File: src/rtl/rtc_bus_driver_if.sv
// Request/chip-side bundle for the RTC parallel bus driver.
// master: the driver itself; slave: the request source plus the pad/chip side.
interface rtc_bus_driver_if;
  logic       start;
  logic       RD_WR;
  logic [7:0] dir_out;
  logic [7:0] dato;
  logic [7:0] dato_rtc;
  logic       busy;
  logic       done;
  logic       cs_n;
  logic       rd_n;
  logic       wr_n;
  logic       a_d;
  logic [7:0] ad_out;
  logic       ad_oe;
  logic [7:0] ad_in;

  modport master (
    input  start, RD_WR, dir_out, dato, ad_in,
    output dato_rtc, busy, done, cs_n, rd_n, wr_n, a_d, ad_out, ad_oe
  );

  modport slave (
    output start, RD_WR, dir_out, dato, ad_in,
    input  dato_rtc, busy, done, cs_n, rd_n, wr_n, a_d, ad_out, ad_oe
  );
endinterface

File: src/rtl/rtc_bus_driver.sv
// Multiplexed address/data strobe sequencer for a parallel RTC chip.
// Every chip-side output is registered from the next state, so strobes never glitch.
module rtc_bus_driver #(
  parameter int T_SETUP = 2,
  parameter int T_PULSE = 10,
  parameter int T_GAP   = 5
) (
  input  logic             clk,
  input  logic             reset,
  rtc_bus_driver_if.master bus
);
  localparam int TMAX = (T_PULSE > T_SETUP) ? ((T_PULSE > T_GAP) ? T_PULSE : T_GAP)
                                            : ((T_SETUP > T_GAP) ? T_SETUP : T_GAP);
  localparam int CW   = $clog2(TMAX + 1);

  typedef enum logic [2:0] {
    IDLE, A_SETUP, A_STRB, A_HOLD, GAP, D_SETUP, D_STRB, D_HOLD
  } state_t;

  state_t          state, nxt;
  logic [CW-1:0]   cnt, nxt_cnt;
  logic            rd_q;
  logic [7:0]      data_q;
  logic            accept, expire, capture;
  logic            n_in_a, n_in_d;
  logic            n_cs_n, n_rd_n, n_wr_n, n_a_d, n_oe, n_busy, n_done;
  logic [7:0]      n_ad_out;

  assign expire  = (cnt == '0);
  assign accept  = (state == IDLE) && bus.start;
  assign capture = (state == D_STRB) && expire && rd_q;

  always_comb begin
    nxt     = state;
    nxt_cnt = cnt;
    case (state)
      IDLE:    if (bus.start) begin nxt = A_SETUP; nxt_cnt = CW'(T_SETUP - 1); end
      A_SETUP: if (expire) begin nxt = A_STRB; nxt_cnt = CW'(T_PULSE - 1); end
               else nxt_cnt = cnt - 1'b1;
      A_STRB:  if (expire) nxt = A_HOLD;
               else nxt_cnt = cnt - 1'b1;
      A_HOLD:  begin nxt = GAP; nxt_cnt = CW'(T_GAP - 1); end
      GAP:     if (expire) begin nxt = D_SETUP; nxt_cnt = CW'(T_SETUP - 1); end
               else nxt_cnt = cnt - 1'b1;
      D_SETUP: if (expire) begin nxt = D_STRB; nxt_cnt = CW'(T_PULSE - 1); end
               else nxt_cnt = cnt - 1'b1;
      D_STRB:  if (expire) nxt = D_HOLD;
               else nxt_cnt = cnt - 1'b1;
      D_HOLD:  nxt = IDLE;
      default: nxt = IDLE;
    endcase

    // Outputs are decoded from the state being entered, then registered.
    // The address phase always strobes WR, even for reads.
    n_in_a   = (nxt == A_SETUP) || (nxt == A_STRB) || (nxt == A_HOLD);
    n_in_d   = (nxt == D_SETUP) || (nxt == D_STRB) || (nxt == D_HOLD);
    n_cs_n   = !(n_in_a || n_in_d);
    n_a_d    = !n_in_a;
    n_wr_n   = !((nxt == A_STRB) || ((nxt == D_STRB) && !rd_q));
    n_rd_n   = !((nxt == D_STRB) && rd_q);
    n_oe     = n_in_a || (n_in_d && !rd_q);
    n_busy   = (nxt != IDLE);
    n_done   = (state == D_HOLD);
    n_ad_out = bus.ad_out;
    if (accept)
      n_ad_out = bus.dir_out;
    else if ((state == GAP) && (nxt == D_SETUP) && !rd_q)
      n_ad_out = data_q;
  end

  always_ff @(posedge clk or posedge reset) begin
    if (reset) begin
      state        <= IDLE;
      cnt          <= '0;
      rd_q         <= 1'b0;
      data_q       <= '0;
      bus.cs_n     <= 1'b1;
      bus.rd_n     <= 1'b1;
      bus.wr_n     <= 1'b1;
      bus.a_d      <= 1'b1;
      bus.ad_oe    <= 1'b0;
      bus.ad_out   <= '0;
      bus.busy     <= 1'b0;
      bus.done     <= 1'b0;
      bus.dato_rtc <= '0;
    end else begin
      state      <= nxt;
      cnt        <= nxt_cnt;
      if (accept) begin
        rd_q   <= bus.RD_WR;
        data_q <= bus.dato;
      end
      bus.cs_n   <= n_cs_n;
      bus.rd_n   <= n_rd_n;
      bus.wr_n   <= n_wr_n;
      bus.a_d    <= n_a_d;
      bus.ad_oe  <= n_oe;
      bus.ad_out <= n_ad_out;
      bus.busy   <= n_busy;
      bus.done   <= n_done;
      if (capture) bus.dato_rtc <= bus.ad_in;
    end
  end
endmodule

File: src/flat_wrapper.sv
// flat-port wrapper written by rule: the top's interface ports become plain ports
module rtc_bus_driver_flat 
#(
  parameter int T_SETUP = 2,
  parameter int T_PULSE = 10,
  parameter int T_GAP   = 5
)
  (clk, reset, bus_start, bus_RD_WR, bus_dir_out, bus_dato, bus_ad_in, bus_dato_rtc, bus_busy, bus_done, bus_cs_n, bus_rd_n, bus_wr_n, bus_a_d, bus_ad_out, bus_ad_oe);
  rtc_bus_driver_if bus_i ();
  input  logic clk;
  input  logic reset;
  input wire logic [$bits(bus_i.start)-1:0] bus_start;
  input wire logic [$bits(bus_i.RD_WR)-1:0] bus_RD_WR;
  input wire logic [$bits(bus_i.dir_out)-1:0] bus_dir_out;
  input wire logic [$bits(bus_i.dato)-1:0] bus_dato;
  input wire logic [$bits(bus_i.ad_in)-1:0] bus_ad_in;
  output wire logic [$bits(bus_i.dato_rtc)-1:0] bus_dato_rtc;
  output wire logic [$bits(bus_i.busy)-1:0] bus_busy;
  output wire logic [$bits(bus_i.done)-1:0] bus_done;
  output wire logic [$bits(bus_i.cs_n)-1:0] bus_cs_n;
  output wire logic [$bits(bus_i.rd_n)-1:0] bus_rd_n;
  output wire logic [$bits(bus_i.wr_n)-1:0] bus_wr_n;
  output wire logic [$bits(bus_i.a_d)-1:0] bus_a_d;
  output wire logic [$bits(bus_i.ad_out)-1:0] bus_ad_out;
  output wire logic [$bits(bus_i.ad_oe)-1:0] bus_ad_oe;
  assign bus_i.start = bus_start;
  assign bus_i.RD_WR = bus_RD_WR;
  assign bus_i.dir_out = bus_dir_out;
  assign bus_i.dato = bus_dato;
  assign bus_i.ad_in = bus_ad_in;
  assign bus_dato_rtc = bus_i.dato_rtc;
  assign bus_busy = bus_i.busy;
  assign bus_done = bus_i.done;
  assign bus_cs_n = bus_i.cs_n;
  assign bus_rd_n = bus_i.rd_n;
  assign bus_wr_n = bus_i.wr_n;
  assign bus_a_d = bus_i.a_d;
  assign bus_ad_out = bus_i.ad_out;
  assign bus_ad_oe = bus_i.ad_oe;
  rtc_bus_driver #(.T_SETUP(T_SETUP), .T_PULSE(T_PULSE), .T_GAP(T_GAP)) u_core (.clk(clk), .reset(reset), .bus(bus_i));
endmodule
File: config.mk
export PLATFORM = sky130hd
export DESIGN_NAME = rtc_bus_driver_flat
export DESIGN_NICKNAME = d
export VERILOG_FILES = /design/src/rtl/rtc_bus_driver_if.sv /design/src/rtl/rtc_bus_driver.sv /design/src/flat_wrapper.sv
export SDC_FILE = /design/constraint.sdc
export NUM_CORES = 1
export LEC_CHECK = 0
export CORE_ASPECT_RATIO = 1.4
export CORE_MARGIN = 2
export CORE_UTILIZATION = 40
export DETAILED_ROUTE_END_ITERATION = 16
export PLACE_DENSITY = 0.69
export RECOVER_POWER = 25
export SYNTH_ARGS = -nofsm -noshare
export SYNTH_HDL_FRONTEND = slang
export SYNTH_SLANG_ARGS = --single-unit
File: constraint.sdc
create_clock -name clk -period 5 [get_ports clk]
set_input_delay 1 -clock clk [delete_from_list [all_inputs] [get_ports clk]]
set_output_delay 1 -clock clk [all_outputs]
set_load 0.05 [all_outputs]
Word-level counts from Yosys, hierarchy flattened. Index checks and enable logic that the tools add are counted.

Register bits after elaboration: 39. Input bits: 28. Output and inout bits: 23. Word-level logic and storage cells: 71.

Add/sub/neg operators: 1. Equal/unequal tests: 15. Muxes and demuxes: 14. Reduce and logical (&&, ||, !) cells: 28.

Operator list (count): one-hot mux 3 bit (8 select lines) (1); == test 3 bit (second input constant) (7); one-hot mux 4 bit (5 select lines) (1); 2-to-1 mux 3 bit (6); 2-to-1 mux 4 bit (4); 2-to-1 mux 8 bit (2); == test 3 x 2 -> 1 bit (second input constant) (4); logical AND 1 bit (8); logical OR 1 bit (7); == test 3 x 1 -> 1 bit (second input constant) (2); zero test 1 bit (5); nonzero test 5 bit (1); zero test 4 bit (1); != test 2 bit (second input constant) (2); OR reduction 2 bit (2); subtractor 4 x 1 -> 4 bit (second input constant) (1); zero test 3 bit (1); AND reduction 3 bit (1); nonzero test 3 bit (1); nonzero test 2 bit (1).

Longest topological paths before layout. Gate-level depths: netlist of run 1.

Word-level depth: 8. Mapped depth: 7. Mapped depth without buffers: 6.

Worst setup path after synthesis of run 1. OpenSTA, ideal clock, no wires.

Path kind: flip-flop to flip-flop. Start: reg u_core.cnt[0]. End: reg u_core.bus.rd_n. Setup time: 94 ps. Arrival time: 1701 ps. Required time: 4906 ps. Setup slack: 3205 ps. Cell stages (with the launch flop): 8. Path buffers: 1. Period minus slack after synthesis: 1795 ps. Path through: dfrtp_1 -> inv_1 -> ha_1 -> or3b_1 -> clkbuf_1 -> or3_1 -> o21ai_2 -> nand3_1.

Longest elaborated chain between the ends: 6. Elaborated cells on any way between the ends: 10. Those cells by class: 1 x eq/ne; 6 x mux; 3 x reduce/logical.

RTL lines: start, declared (RTL line rtc_bus_driver.sv:21) `logic [CW-1:0] cnt, nxt_cnt;`; start signal, assigned (RTL line rtc_bus_driver.sv:88) `cnt <= nxt_cnt;`; zero test 4 bit (*) (RTL line rtc_bus_driver.sv:29) `assign expire = (cnt == '0);`; 2-to-1 mux 3 bit (on tied branches); one-hot mux 3 bit (8 select lines) (*) (RTL line rtc_bus_driver.sv:36) `case (state)`; == test 3 bit (*) (RTL line rtc_bus_driver.sv:60) `n_rd_n = !((nxt == D_STRB) && rd_q);`; logical AND 1 bit (*) (RTL line rtc_bus_driver.sv:60); zero test 1 bit (*) (RTL line rtc_bus_driver.sv:60); named net u_core.n_rd_n (RTL line rtc_bus_driver.sv:26) `logic n_cs_n, n_rd_n, n_wr_n, n_a_d, n_oe, n_busy, n_done;`; end signal, assigned (RTL line rtc_bus_driver.sv:94) `bus.rd_n <= n_rd_n;`; end, declared (RTL line rtc_bus_driver_if.sv:21) `output dato_rtc, busy, done, cs_n, rd_n, wr_n, a_d, ad_out, ad_oe`.

The timed path passes the listed nets; every way through them passes the cells marked *. A chain may end at the register's enable or synchronous reset.

Worst setup path after layout of run 1.
Start: reg u_core.bus.wr_n. End: out bus_wr_n.

RTL lines: start, declared (RTL line rtc_bus_driver_if.sv:21); start signal, assigned (RTL line rtc_bus_driver.sv:95) `bus.wr_n <= n_wr_n;`; end, declared (RTL line flat_wrapper.sv:22) `output wire logic [$bits(bus_i.wr_n)-1:0] bus_wr_n;`.

No word-level cell between the ends.

==> impl_metrics.csv, run 1 <==
group,metric,value,unit
placed_design,preCtsSetupSlack,2.54,ns
sta,period_share,51.8,%
setup_path,slowest_stage,"clkdlybuf4s50_1",
route,drc,0,
route,via_count,1312,
cells_and_area,filler_cell_count,385,
power,p_leak,1.02,nW
route,wl_per_cell,13.7,um
route,detail_route.iter0.violations,47,
synth,synth_seq_cells,39,
cells_and_area,multiInputGateArea,727,um2
cells_and_area,area_delta_synth_final,37.2,%
synth,netlist_area,0.00177,mm2
route,drtPass1Iterations,4,
status,outcome,"finished clean",
die,fp.dieH,82.7,um
route,met1_length,1400,um
grt,grt_pass1_wl,6010,um
cells_and_area,postLayoutCellArea,0.00243,mm2
clock_network,cts_setup_buffers,0,
sta,slew_headroom,43.7,%
sta,max_slew.worst_pin.slew,0.843,ns
clock_network,cts-root-buf,"clkbuf_8",
synth,synth_warnings,0,
sta,clock_skew,0.00322,ns
die,core_area,0.00424,mm2
setup_path,path_class,"reg2out",
synth,synth_compound_area_share,9.76,%
setup_path,critPathBufInv,1,
grt,grt_max_degree,26,
cells_and_area,final_common_cell,"clkdlybuf4s50_1",
clock_network,cts_resized,0,
die,io-pin-count,51,
clock_network,cts.clk_slew.worst_paths,0.07,ns
synth,synth_simple_gate_area_share,14.1,%
grt,grt_pass1_vias,1338,
synth,synth_top_family_by_area,"multiplexers",
synth,syn_area_per_cell,11.8,um2
min_path,hp-class,"reg2reg",
clock_network,h-tree-depth,2,
placed_design,gp_congestion,0.916,
power,p_per_area,616,mW/mm2
setup_path,path_max_fanout,1,
clock_network,cts_sinks,39,
sta,hold_viol,0,
cells_and_area,post_route_cells_drive_above_1_share,17.7,%
synth,synth_cell_type_count,37,
setup_path,cp.arrival,1.59,ns
route,highest_layer,"met4",
sta,fin_tns_setup,0,ns
setup_path,cp_cell_sequence,"clkdlybuf4s50_1",
synth,synth_edf_count,0,
placed_design,dp_hpwl,2760,um
synth,synth_xor_area_share,0.495,%
clock_network,cts_buffers,5,
synth,async_reset_ff_share,100,%
placed_design,place.port_buffers,50,
sta,slew_viol_final,0,
grt,grt_usage,16.1,%
setup_path,critPathMaxStageDelay,0.80,ns
synth,synth-seq-area-share,55.4,%
cells_and_area,regArea,981,um2
sta,rsz0062_at_grt,"false",
die,initial_core_util,41.7,%
clock_network,clockBufferDepth,2,
grt,antenna_found_initial,0,
cells_and_area,diodes,0,
synth,synth_mux_area_share,15.3,%
clock_network,clk_latency,0.28,ns
clock_network,cts_hold_buf,0,
setup_path,cp-start-kind,"flip-flop",
placed_design,placed_cells,255,
sta,fin_crit,2.59,ns
synth,synth_cells,150,
sta,setup_slack,2.41,ns
synth,syn_nets,180,
route,wl_met3,181,um
route,wl,3590,um
route,vias_per_cell,4.99,
grt,overflow,0,
run,max-cap-violations,0,
die,num_rows,28,
synth,synthAdderAreaFrac,1.41,%
die,fp.dieW,60.2,um
die,die-area,0.00498,mm2
power,vdd_ir_drop_max,0.000326,V
setup_path,cp-end-kind,"primary output",
route,route.met2.wl,1990,um
setup_path,cp.required,4.00,ns
cells_and_area,fin_cells,263,
clock_network,cts_tree,"done",
cells_and_area,layout.nets,232,
synth,synth_ff_type,"dfrtp_1",
sta,setup_viol,0,
power,p_total,1.50,mW
setup_path,cp_top_family,"buffers and inverters",
cells_and_area,final_cell_mix,"48 x clkdlybuf4s50_1, 35 x dfrtp_1, 17 x mux2_2, 15 x nor2_1, 12 x a21oi_1",
sta,clock.fmax,386,MHz
placed_design,place_area,0.00232,mm2
route,ant_nets,0,
==> power by group <==
part	switching [mW]	internal (mW)
clock network	0.0997	0.149
registers	0.110	0.448
logic	0.403	0.286
total	0.612	0.883
==> final timing paths <==
check	startpoint	endpoint	slack (ns)	cells past startpoint
max in group asynchronous	reset	u_core.bus.cs_n	2.87	3
worst max register to register	u_core.cnt[0]	u_core.bus.ad_out[2]	3.03	6
worst min-delay path	u_core.bus.dato_rtc[0]	u_core.bus.dato_rtc[0]	0.51	1
worst max-delay path	u_core.bus.wr_n	bus_wr_n	2.41	1
min in group asynchronous	reset	u_core.data_q[1]	1.32	2
worst min register to register	u_core.bus.dato_rtc[0]	u_core.bus.dato_rtc[0]	0.51	1
==> flip-flops by register name, summed over array words and instances (netlist names), 3 cells and up <==
| signal | cells |
|---|---|
| u_core.data_q | 8 |
| u_core.cnt | 4 |
| u_core.state | 3 |
| u_core.bus.dato_rtc | 8 |
| u_core.bus.ad_out | 8 |
==> layout make-up <==
| type | instances | share of cell area (%) |
|---|---|---|
| tap | 60 | 3.09 |
| sequential | 39 | 40.4 |
| clock inverter | 1 | 1.24 |
| timing repair buffer | 51 | 20.9 |
| clock buffer | 7 | 3.14 |
| multi-input combinational | 97 | 29.9 |
| inverter | 8 | 1.24 |
==> logic make-up after synthesis <==
group / count (synthesis)
XOR/XNOR: 1
AND/OR/NAND/NOR: 40
adder cells (fa/ha/maj): 2
AO/OA/AOI/OAI: 29
multiplexers: 25
flip-flops: 39
buffers and inverters: 14
==> layer usage <==
layer	GRT usage (%)	vias to the layer above
met5	0	-
met4	4.67	0
met3	4.52	2
met2	27.4	42
met1	19.5	640
li1	-	628
==> synthesized netlist by cell type, types with 2 or more instances <==
| cell | count | area [um2] |
|---|---|---|
| a211oi_1 | 2 | 15.0 |
| a21oi_1 | 12 | 60.1 |
| clkbuf_1 | 4 | 15.0 |
| dfrtp_1 | 35 | 876 |
| dfstp_2 | 4 | 105 |
| ha_1 | 2 | 25.0 |
| inv_1 | 8 | 30.0 |
| mux2_2 | 17 | 191 |
| mux2i_1 | 8 | 80.1 |
| nand2_1 | 5 | 18.8 |
| nand2b_1 | 2 | 12.5 |
| nand3_1 | 2 | 10.0 |
| nor2_1 | 15 | 56.3 |
| nor3_1 | 3 | 15.0 |
| nor3_4 | 2 | 32.5 |
| o21ai_0 | 8 | 40.0 |
==> metrics by stage <==
stage | util [%] | hold WS (ns)
finish | 57.3 | 0.508
global route | 57.3 | 0.527
CTS | 57.3 | 0.512
detailed placement | 54.8 | 0.494
global placement | 54.8 | 0.488
floorplan | - | 0.479
No activity file was read; power rests on OpenSTA's default activity.
==> inputs of run 2 (changes only) <==
- PLACE_DENSITY: 0.69 -> 0.72
- clock period: 5 -> 2.3 ns (I/O delays scaled with it)
==> run 2 against run 1 <==
Sequential power rose by 120%. Critical path type unchanged. Clock-buffer cell count unchanged. Die area stayed put. Critical endpoint is now bus_rd_n. Largest cell class unchanged. Register-to-register slack lost 2.7 ns.
==> impl_metrics.csv, run 2 (synthesis results as in run 1) <==
group,metric,value,unit
cells_and_area,fin_util,56.6,%
clock_network,cts_buffers,5,
setup_path,path_max_fanout,1,
sta,clock.fmax,486,MHz
power,seqPwrFrac,38.7,%
min_path,hp-class,"reg2reg",
route,wl_met3,242,um
grt,overflow,0,
sta,timing.hold.ws,0.510,ns
clock_network,cts-root-buf,"clkbuf_8",
power,p_leak,1.01,nW
placed_design,place.port_buffers,50,
setup_path,slowest_stage,"clkdlybuf4s50_1",
die,fp.dieH,82.7,um
sta,hold_viol,0,
die,io-pin-count,51,
clock_network,clockBufferDepth,2,
grt,antenna_found_initial,0,
sta,period_share,89.4,%
cells_and_area,post_route_cells_drive_above_1_share,17.7,%
route,drc,0,
setup_path,cp_cell_sequence,"clkdlybuf4s50_1",
setup_path,cp_top_family,"buffers and inverters",
route,vias_per_cell,5.22,
die,initial_core_util,41.7,%
clock_network,cts_setup_buffers,0,
cells_and_area,final_cell_mix,"49 x clkdlybuf4s50_1, 35 x dfrtp_1, 17 x mux2_2, 15 x nor2_1, 12 x a21oi_1",
setup_path,cp.required,1.84,ns
power,p_switching,1.37,mW
setup_path,critPathBufInv,1,
sta,setup_viol,0,
cells_and_area,final_common_cell,"clkdlybuf4s50_1",
placed_design,dp_hpwl,2840,um
sta,slew_viol_final,0,
sta,rsz0062_at_grt,"false",
route,met1_length,1410,um
power,vdd_ir_drop_max,0.000595,V
sta,clock_skew,0.00539,ns
clock_network,clk_latency,0.29,ns
power,combinationalPowerShare,47.5,%
cells_and_area,layout.nets,232,
route,drtPass1Iterations,4,
sta,fin_tns_setup,0,ns
setup_path,critPathMaxStageDelay,0.79,ns
grt,grt_pass1_vias,1379,
route,wl_per_cell,14.2,um
route,highest_layer,"met4",
route,detail_route.iter0.violations,82,
cells_and_area,area_delta_synth_final,35.6,%
setup_path,cp-start-kind,"flip-flop",
die,core_area,0.00424,mm2
clock_network,cts.clk_slew.worst_paths,0.07,ns
route,ant_nets,0,
die,num_rows,28,
status,outcome,"finished clean",
route,route.met2.wl,1980,um
clock_network,cts_tree,"done",
grt,grt_max_degree,32,
grt,grt_pass1_wl,6200,um
setup_path,cp.arrival,1.60,ns
placed_design,gp_congestion,0.795,
clock_network,h-tree-depth,2,
power,power_frac_clock,13.8,%
cells_and_area,diodes,0,
route,wl,3720,um
grt,grt_usage,16.9,%
sta,slew_headroom,51.2,%
run,max-cap-violations,0,
clock_network,cts_resized,0,
die,die-area,0.00498,mm2
setup_path,cp-end-kind,"primary output",
sta,max_slew.worst_pin.slew,0.732,ns
cells_and_area,reg_top3,"u_core.bus.ad_out (8), u_core.bus.dato_rtc (8), u_core.data_q (8)",
sta,fin_crit,2.06,ns
clock_network,cts_sinks,39,
power,swShare,43.0,%
power,cellInternalPower,1.81,mW
power,p_per_area,1320,mW/mm2
route,via_count,1373,
die,fp.dieW,60.2,um
clock_network,cts_hold_buf,0,
setup_path,path_class,"reg2out",
[run 2: cell types whose count changed in the layout (fill, tap and decap cells not counted), sizes merged]
cell / before / now
clkdlybuf4s50: 48 / 49
bufinv: 1 / 0
dlygate4sd3: 2 / 1
buf: 1 / 0
clkinv: 0 / 1
clkbuf: 7 / 8
[run 2: worst reg2reg max path, cell delays in order (launching register included)]
cell and delay, ns:
dfrtp_1 0.43, inv_1 0.13, ha_1 0.26, nand4bb_4 0.18, nor3_4 0.49, mux2i_1 0.25, a21oi_1 0.08
[run 2: path summary, 6_finish.rpt]
check,to,slack (ns),start,cells past startpoint
setup / recovery,bus_rd_n,0.24,u_core.bus.rd_n,1
hold / removal,u_core.bus.dato_rtc[4],0.51,u_core.bus.dato_rtc[4],1
setup reg to reg,u_core.bus.ad_out[1],0.36,u_core.cnt[0],6
hold reg to reg,u_core.bus.dato_rtc[4],0.51,u_core.bus.dato_rtc[4],1
max in group asynchronous,u_core.bus.ad_out[5],0.73,reset,3
min in group asynchronous,u_core.bus.dato_rtc[7],0.55,reset,2
[run 2: layer usage]
metal  vias to the layer above  global-route usage (%)
li1                        625                       -
met1                       673                    18.9
met2                        65                    28.8
met3                        10                    4.83
met5                         -                       0
met4                         0                    8.67
[run 2: through the flow]
step	setup slack, ns	area [um2]	cells	power (mW)
finish	0.244	2400	263	3.18
CTS	0.232	2410	263	3.20
global placement	0.374	2330	255	2.70
detailed placement	0.335	2330	255	2.76
floorplan	0.505	1770	150	2.29
global route	0.194	2400	263	3.38
[run 2: layout make-up]
| cell class | instances | area [um2] |
|---|---|---|
| clock buffers | 7 | 76.3 |
| repair buffers | 51 | 505 |
| inverters | 8 | 30.0 |
| multi-input cells | 97 | 727 |
| flip-flops and latches | 39 | 981 |
| well taps | 60 | 75.1 |
| fillers | 375 | 1840 |
| clock inverters | 1 | 5.00 |
[run 2: power by group through the flow]
stage,registers [mW],logic [mW],clock network (mW)
after floorplan,1.58,0.717,0
after global placement,1.22,1.48,0
after detailed placement,1.23,1.52,0
after CTS,1.23,1.52,0.448
after global routing,1.27,1.63,0.482
final,1.23,1.51,0.437
